File: config.mk
export PLATFORM = sky130hd
export DESIGN_NAME = park_lot_ctrl
export DESIGN_NICKNAME = d
export VERILOG_FILES = /design/src/rtl/park_pkg.sv /design/src/rtl/park_gate_timer.sv /design/src/rtl/park_lot_ctrl.sv
export SDC_FILE = /design/constraint.sdc
export NUM_CORES = 1
export LEC_CHECK = 0
export ABC_AREA = 1
export ABC_CLOCK_PERIOD_IN_PS = 5400
export BUFFER_PORTS_ARGS = -buffer_cell sky130_fd_sc_hd__buf_4
export CAP_MARGIN = 15
export CORE_MARGIN = 4
export CORE_UTILIZATION = 40
export DETAILED_ROUTE_END_ITERATION = 8
export PLACE_DENSITY = 0.64
export SLEW_MARGIN = 20
export SYNTH_ARGS = -nofsm -noshare
export SYNTH_HDL_FRONTEND = slang
export SYNTH_SLANG_ARGS = --single-unit
File: constraint.sdc
create_clock -name clk -period 5.4 [get_ports clk]
set_input_delay 0 -clock clk [delete_from_list [all_inputs] [get_ports clk]]
set_output_delay 0 -clock clk [all_outputs]
set_load 0.05 [all_outputs]
File: src/rtl/park_pkg.sv
// Shared encodings for the parking-lot controller: FSM states, timer width
// and the seven-segment code shown when the lot is full.
package park_pkg;

   localparam int TIMER_W = 8;

   localparam logic [3:0] SEV_FULL = 4'hF;

   typedef enum logic [1:0] {
      E_IDLE   = 2'd0,
      E_TICKET = 2'd1,
      E_FULL   = 2'd2,
      E_OPEN   = 2'd3
   } entry_state_t;

   typedef enum logic [1:0] {
      X_IDLE = 2'd0,
      X_PAY  = 2'd1,
      X_OPEN = 2'd2
   } exit_state_t;

endpackage

File: src/rtl/park_gate_timer.sv
// 8-bit loadable down-counter. done is raised on the last counted cycle so
// the owning FSM can leave its state on the edge that ends the interval.
module park_gate_timer
   import park_pkg::*;
(
   input  logic               clk,
   input  logic               reset,
   input  logic               load,
   input  logic [TIMER_W-1:0] load_val,
   output logic               done
);

   logic [TIMER_W-1:0] count;

   always_ff @(posedge clk or negedge reset) begin
      if (!reset) begin
         count <= '0;
      end else if (load) begin
         count <= load_val;
      end else if (count != '0) begin
         count <= count - 1'b1;
      end
   end

   // A value of N loaded on entry keeps the state for exactly N cycles.
   assign done = (count <= TIMER_W'(1));

endmodule

File: src/rtl/park_lot_ctrl.sv
// Parking-lot controller: independent entry and exit gate FSMs sharing a
// registered occupancy counter, with full indicator and seven-segment code.
module park_lot_ctrl
   import park_pkg::*;
#(
   parameter  int CAPACITY         = 5,
   parameter  int GATE_OPEN_CYCLES = 4,
   parameter  int TICKET_TIMEOUT   = 16,
   localparam int CNT_W            = $clog2(CAPACITY + 1)
)(
   input  logic             clk,
   input  logic             reset,
   input  logic             Ent_Sens,
   input  logic             Exit_Sens,
   input  logic             Tick_1,
   input  logic             paid_stat,
   output logic             Ent_Gate,
   output logic             Green_State,
   output logic             Red_State,
   output logic [3:0]       Sev_indicator,
   output logic [CNT_W-1:0] free_spots,
   output logic             timeout_pulse
);

   localparam logic [CNT_W-1:0]   CAP_C     = CNT_W'(CAPACITY);
   localparam logic [TIMER_W-1:0] GATE_C    = TIMER_W'(GATE_OPEN_CYCLES);
   localparam logic [TIMER_W-1:0] TIMEOUT_C = TIMER_W'(TICKET_TIMEOUT);

   entry_state_t       ent_state, ent_next;
   exit_state_t        exit_state, exit_next;
   logic [CNT_W-1:0]   occ;
   logic               ent_load, exit_load;
   logic [TIMER_W-1:0] ent_load_val;
   logic               ent_done, exit_done;
   logic               ent_commit, exit_commit, ent_timeout;

   park_gate_timer u_ent_timer (
      .clk      (clk),
      .reset    (reset),
      .load     (ent_load),
      .load_val (ent_load_val),
      .done     (ent_done)
   );

   park_gate_timer u_exit_timer (
      .clk      (clk),
      .reset    (reset),
      .load     (exit_load),
      .load_val (GATE_C),
      .done     (exit_done)
   );

   always_ff @(posedge clk or negedge reset) begin
      if (!reset) begin
         ent_state     <= E_IDLE;
         exit_state    <= X_IDLE;
         timeout_pulse <= 1'b0;
      end else begin
         ent_state     <= ent_next;
         exit_state    <= exit_next;
         timeout_pulse <= ent_timeout;
      end
   end

   // The entry timer serves two purposes: ticket window, then gate hold.
   always_comb begin
      ent_next     = ent_state;
      ent_load     = 1'b0;
      ent_load_val = '0;
      ent_commit   = 1'b0;
      ent_timeout  = 1'b0;
      case (ent_state)
         E_IDLE: begin
            if (Ent_Sens) begin
               if (free_spots != '0) begin
                  ent_next     = E_TICKET;
                  ent_load     = 1'b1;
                  ent_load_val = TIMEOUT_C;
               end else begin
                  ent_next = E_FULL;
               end
            end
         end
         E_TICKET: begin
            if (Tick_1) begin
               ent_next     = E_OPEN;
               ent_load     = 1'b1;
               ent_load_val = GATE_C;
               ent_commit   = 1'b1;
            end else if (ent_done) begin
               ent_next    = E_IDLE;
               ent_timeout = 1'b1;
            end
         end
         E_FULL: begin
            if (!Ent_Sens) ent_next = E_IDLE;
         end
         E_OPEN: begin
            if (ent_done) ent_next = E_IDLE;
         end
         default: ent_next = E_IDLE;
      endcase
   end

   always_comb begin
      exit_next   = exit_state;
      exit_load   = 1'b0;
      exit_commit = 1'b0;
      case (exit_state)
         X_IDLE: begin
            if (Exit_Sens && (occ != '0)) exit_next = X_PAY;
         end
         X_PAY: begin
            if (paid_stat) begin
               exit_next   = X_OPEN;
               exit_load   = 1'b1;
               exit_commit = 1'b1;
            end
         end
         X_OPEN: begin
            if (exit_done) exit_next = X_IDLE;
         end
         default: exit_next = X_IDLE;
      endcase
   end

   // Simultaneous admit and release cancel out; the bounds guard is defensive.
   always_ff @(posedge clk or negedge reset) begin
      if (!reset) begin
         occ <= '0;
      end else begin
         case ({ent_commit, exit_commit})
            2'b10: if (occ != CAP_C) occ <= occ + 1'b1;
            2'b01: if (occ != '0)    occ <= occ - 1'b1;
            default: ;
         endcase
      end
   end

   assign free_spots    = CAP_C - occ;
   assign Red_State     = (free_spots == '0);
   assign Sev_indicator = (free_spots == '0) ? SEV_FULL : 4'(free_spots);
   assign Ent_Gate      = (ent_state == E_OPEN);
   assign Green_State   = (exit_state == X_OPEN);

endmodule

# [Word level (Yosys, flattened, before mapping)]
# Index checks and enable logic that the tools add are counted.
[word_totals] output_inout_bits=11 elab_cells=74 inputBits=6 reg_bits=24
[classes] n_eq_ne=15 magnitude_cmp=2 n_addsub=5 reduce_logical=14 mux=32
[ops] operator="$mux W8" count=4
[ops] operator="$le A8 B1 Y1 const B" count=2
[ops] operator="$mux W2" count=8
[ops] operator="$reduce_bool A8 Y1" count=2
[ops] operator="$sub A8 B1 Y8 const B" count=2
[ops] operator="$ne A2 B2 Y1 const B" count=6
[ops] operator="$mux W5" count=2
[ops] operator="$pmux W5 S2" count=1
[ops] operator="$mux W1" count=9
[ops] operator="$mux W3" count=3
[ops] operator="$eq A2 B2 Y1 const B" count=4
[ops] operator="$pmux W2 S4" count=1
[ops] operator="$eq A2 B1 Y1 const B" count=3
[ops] operator="$pmux W2 S3" count=1
[ops] operator="$pmux W3 S2" count=1
[ops] operator="$reduce_and A3 Y1" count=2
[ops] operator="$reduce_bool A2 Y1" count=3
[ops] operator="$reduce_bool A3 Y1" count=2
[ops] operator="$logic_not A2 Y1" count=2
[ops] operator="$mux W4" count=1
[ops] operator="$add A3 B1 Y3 const B" count=1
[ops] operator="$logic_not A3 Y1" count=1
[ops] operator="$ne A3 B3 Y1 const B" count=1
[ops] operator="$sub A3 B1 Y3 const B" count=1
[ops] operator="5 further kinds" count=5

# [Depth between registers and ports, before layout]
[logic_depth] ltp_word=6 mapped_depth=11

# [Modules after synthesis]
# A second synthesis with hierarchy kept.
[hier_totals] hier_cells=265 area_unflattened_um2=1774.2
[by_module_without_submodules] module="park_gate_timer" n_inst=2 cells_per_inst=83 area_each_um2=561.8 seq_area_each_um2=200.2
[by_module_without_submodules] module="park_lot_ctrl" n_inst=1 cells_per_inst=99 area_each_um2=650.6 seq_area_each_um2=200.2

# [Least setup slack after synthesis]
# OpenSTA, ideal clock, no wires.
[synth_path] kind="reg2out" from="reg occ[1]" to="out Sev_indicator[3]" n_path_buf=1 path_stages_with_launch=7 t_required_ps=5400 arrival_ps=1916 slack_ps=3484 path_cell_list="dfrtp_1 > inv_2 > ha_1 > inv_1 > nand3_2 > inv_1 > buf_4"
[synth_between] elab_chain_len=3
[synth_rtl] element="start, declared" line_no="park_lot_ctrl.sv:31" source="logic [CNT_W-1:0] occ;"
[synth_rtl] element="start signal, assigned" line_no="park_lot_ctrl.sv:133" source="2'b10: if (occ != CAP_C) occ <= occ + 1'b1;"
[synth_rtl] element="start signal, assigned" line_no="park_lot_ctrl.sv:134" source="2'b01: if (occ != '0) occ <= occ - 1'b1;"
[synth_rtl] element="$sub A3 B3 Y3" line_no="park_lot_ctrl.sv:140" source="assign free_spots = CAP_C - occ;"
[synth_rtl] element="via free_spots[2]" line_no="park_lot_ctrl.sv:21" source="output logic [CNT_W-1:0] free_spots,"
[synth_rtl] element="$logic_not A3 Y1"
[synth_rtl] element="via Red_State" line_no="park_lot_ctrl.sv:19" source="output logic Red_State,"
[synth_rtl] element="$mux W4" line_no="park_lot_ctrl.sv:142" source="assign Sev_indicator = (free_spots == '0) ? SEV_FULL : 4'(free_spots);"
[synth_rtl] element="end, declared" line_no="park_lot_ctrl.sv:20" source="output logic [3:0] Sev_indicator,"
# The timed path passes the listed nets, and every way through them passes these cells.

# [Final worst setup path]
[layout_path] from="reg exit_state[1]" to="reg occ[2]"
[layout_between] elab_chain_len=5 word_cells_on_any_way=9 classes_between="eq/ne (5); mux (2); reduce/logical (2)"
[layout_rtl] element="start, declared" line_no="park_lot_ctrl.sv:30" source="exit_state_t exit_state, exit_next;"
[layout_rtl] element="start signal, assigned" line_no="park_lot_ctrl.sv:60" source="exit_state <= exit_next;"
[layout_rtl] element="$eq A2 B1 Y1 (*)" line_no="park_lot_ctrl.sv:109" source="case (exit_state)"
[layout_rtl] element="$mux W1 (*)" line_no="park_lot_ctrl.sv:109"
[layout_rtl] element="$eq A2 B2 Y1 or $eq A2 B1 Y1 (tied branches)" line_no="park_lot_ctrl.sv:132" source="case ({ent_commit, exit_commit})"
[layout_rtl] element="$ne A2 B2 Y1 (no source line) or $reduce_bool A2 Y1 (tied branches)"
[layout_rtl] element="$reduce_and A3 Y1 (no source line)"
# Every way passes the cells marked *; elsewhere a longest branch is shown, timed or not.
# A chain may end at the register's enable or synchronous reset.

==> metrics.yaml <==
die_x_um: 71.9
status: "finished, final reports clean"
cpPeakStageDelay_ns: 0.38
grt_setup_unrepaired: "false"
ys_seq_elements: 24
cp-start-kind: "flip-flop"
synth.distinct_cells: 26
synth_nets: 236
p_int_uw: 586
drc: 0
critPathMostFrequentCell: "inv_1"
final_nets: 259
p_per_area_nw_per_um2: 668
clock_path_buffers: 2
layout_commonest_cell: "nand2_1"
crit_type: "flip-flop to flip-flop"
avgSynthCellArea_um2: 7.38
antenna_cells: 0
rows: 22
power.switching_uw: 669
cts_buffers: 3
netlist_instances: 221
die-area_um2: 5160
seq_power_share_pct: 28.7
hold_viol: 0
yosysSeqAreaShare_pct: 36.8
ys_warn_count: 0
core_um2: 3800
finalSetupViolCount: 0
maxSlewHeadroom_pct: 79.1
routed_wirelength_mm: 3.05
first_iter_violations: 58
cts.clk_slew.worst_paths_ns: 0.08
swShare_pct: 53.3
via_per_inst: 4.63
final.setup_skew_ns: 0.00145
vias: 1343
setup_ws_ns: 3.48
slew_violations: 0
layout_common_cells: "56 x nand2_1, 33 x inv_1, 32 x nor2_1"
drv_cap: 0
die_h_um: 71.9
fin_crit_sh_pct: 35.6
htreeDepth: 1
portBuffers: 16
vdd_drop_max_mv: 0.183
critPathCaptureType: "flip-flop"
tritoncts: "yes"
track_usage_pct: 13.1
tightest_slew_ns: 0.313
worstPathRequired_ns: 5.61
grt_pass1_wl_mm: 5.40
drive_gt1_share_pct: 16.5
max_freq_mhz: 520
synthToLayoutAreaGrowth_pct: 15.1
crit_fanout: 10
arrival_ns: 2.13
fin_tns_setup_ns: 0
antenna_found_initial: 0
io_pins: 17
crit_chain: "inv_1 -> nand3_2 -> inv_1 -> ha_1 -> inv_1 -> fa_1 -> inv_1 -> nand2_1 -> nand2_1 -> nand3_1 -> nand2_1"
wire_per_inst_um: 10.5
grt_max_degree: 25
clock_sinks: 24
dp_hpwl_mm: 2.32
overflow: 0
grt_pass1_vias: 1294
cp_slowest_cell: "fa_1"
min_path_type: "primary input to flip-flop"
leakage_uw: 0.00104
synth_area_um2: 1630
min_period_ns: 1.92
cts_root_buffer: "clkbuf_8"
n_fill_cell: 393
place_ws_ns: 3.46
clock_latency_ns: 0.26
drtPass1Iterations: 4
cts_setup_buffers: 0
start_util_pct: 43.0
combPwrFrac_pct: 63.0
place_congestion: 0.867
ant_nets: 0
clkPwrFrac_pct: 8.3
[cell type report]
type / count / area (um^2) / share of cell area (%)
Multi-Input combinational cell: 158 / 876 / 46.6
Sequential cell: 24 / 601 / 32.0
Timing Repair Buffer: 20 / 160 / 8.53
Inverter: 37 / 140 / 7.46
Tap cell: 48 / 60.1 / 3.20
Clock buffer: 3 / 41.3 / 2.20
[cell usage after synthesis]
cell / number / area share [%]
nand3_1: 20 / 6.1
nand2_4: 2 / 1.4
nand2_1: 56 / 13
xor2_1: 2 / 1.1
nand3b_1: 3 / 1.4
inv_1: 33 / 7.6
and2_2: 1 / 0.46
or2_2: 1 / 0.38
clkinv_2: 1 / 0.31
xnor2_1: 2 / 1.1
nand3_2: 3 / 1.8
dfrtp_1: 24 / 37
fa_1: 1 / 1.2
nand4_1: 2 / 0.77
nor2_4: 4 / 2.8
buf_4: 2 / 0.92
nand3_4: 2 / 2.1
nand2_2: 1 / 0.38
inv_2: 3 / 0.69
nor2_2: 2 / 0.77
ha_1: 8 / 6.1
nor2_1: 32 / 7.4
o21ai_0: 8 / 2.5
a21boi_1: 1 / 0.46
nand4_2: 1 / 0.77
a21oi_1: 6 / 1.8
[final timing paths]
check | start | to | slack, ns | depth (start not counted)
worst min-delay path | Ent_Sens | u_ent_timer.count[6] | 0.12 | 4
worst max register to register | exit_state[1] | occ[2] | 3.48 | 11
min in group asynchronous | reset | ent_state[0] | 0.17 | 2
worst max-delay path | exit_state[1] | occ[2] | 3.48 | 11
max in group asynchronous | reset | u_exit_timer.count[5] | 4.99 | 2
worst min register to register | u_exit_timer.count[0] | u_exit_timer.count[0] | 0.55 | 2
[registers in the layout (all words and copies together) (netlist names)]
register / flops
u_ent_timer.count: 8
u_exit_timer.count: 8
occ: 3
ent_state: 2
exit_state: 2
timeout_pulse: 1
[cell families (layout without fill, tap and decap cells)]
kind of cell,count (synthesis),in the layout,synth area share [%]
AOI/OAI and AO/OA,15,15,4.75
xor gates and xnor gates,4,4,2.15
adders and majority gates,9,9,7.36
buffers and inverters,39,60,9.51
DFF,24,24,36.8
and+or+nand+nor,130,130,39.4
[power groups by stage]
stage | clock network [uW] | registers [uW] | logic, uW
2_1_floorplan | 0 | 342 | 642
6_report | 105 | 360 | 791
3_5_place_dp | 0 | 363 | 789
3_3_place_gp | 0 | 362 | 781
5_1_grt | 117 | 374 | 894
4_1_cts | 110 | 360 | 801
[metrics by stage]
stage | instances | total power (uW) | utilization [%] | area (um^2) | hold WS (ns)
3_3_place_gp | 283 | 1140 | 47.3 | 1800 | -0.0817
6_report | 290 | 1260 | 49.4 | 1880 | 0.121
3_5_place_dp | 283 | 1150 | 47.3 | 1800 | -0.0804
2_1_floorplan | 221 | 984 | - | 1630 | -0.296
5_1_grt | 290 | 1380 | 49.4 | 1880 | 0.129
4_1_cts | 290 | 1270 | 49.4 | 1880 | 0.122
[routing by layer]
metal	GRT usage, %	vias up	part of all wire (%)
li1	-	724	-
met1	15.9	598	48
met2	21.5	17	47
met3	2.52	4	3.2
met4	7.52	0	1.9
met5	0	-	0
[critical path, delay by kind of cell (launching register included)]
kind | cells | cell delay [ns]
simple gates | 5 | 0.41
fa+ha+maj | 2 | 0.65
flops | 1 | 0.36
buf+inv | 4 | 0.44
[repair_timing]
item                                   4_1_cts  5_1_grt
resized for setup                            0        0
hold buffers                                 4        0
endpoints found under the hold margin       26        0
(Power assumes the default switching activity.)
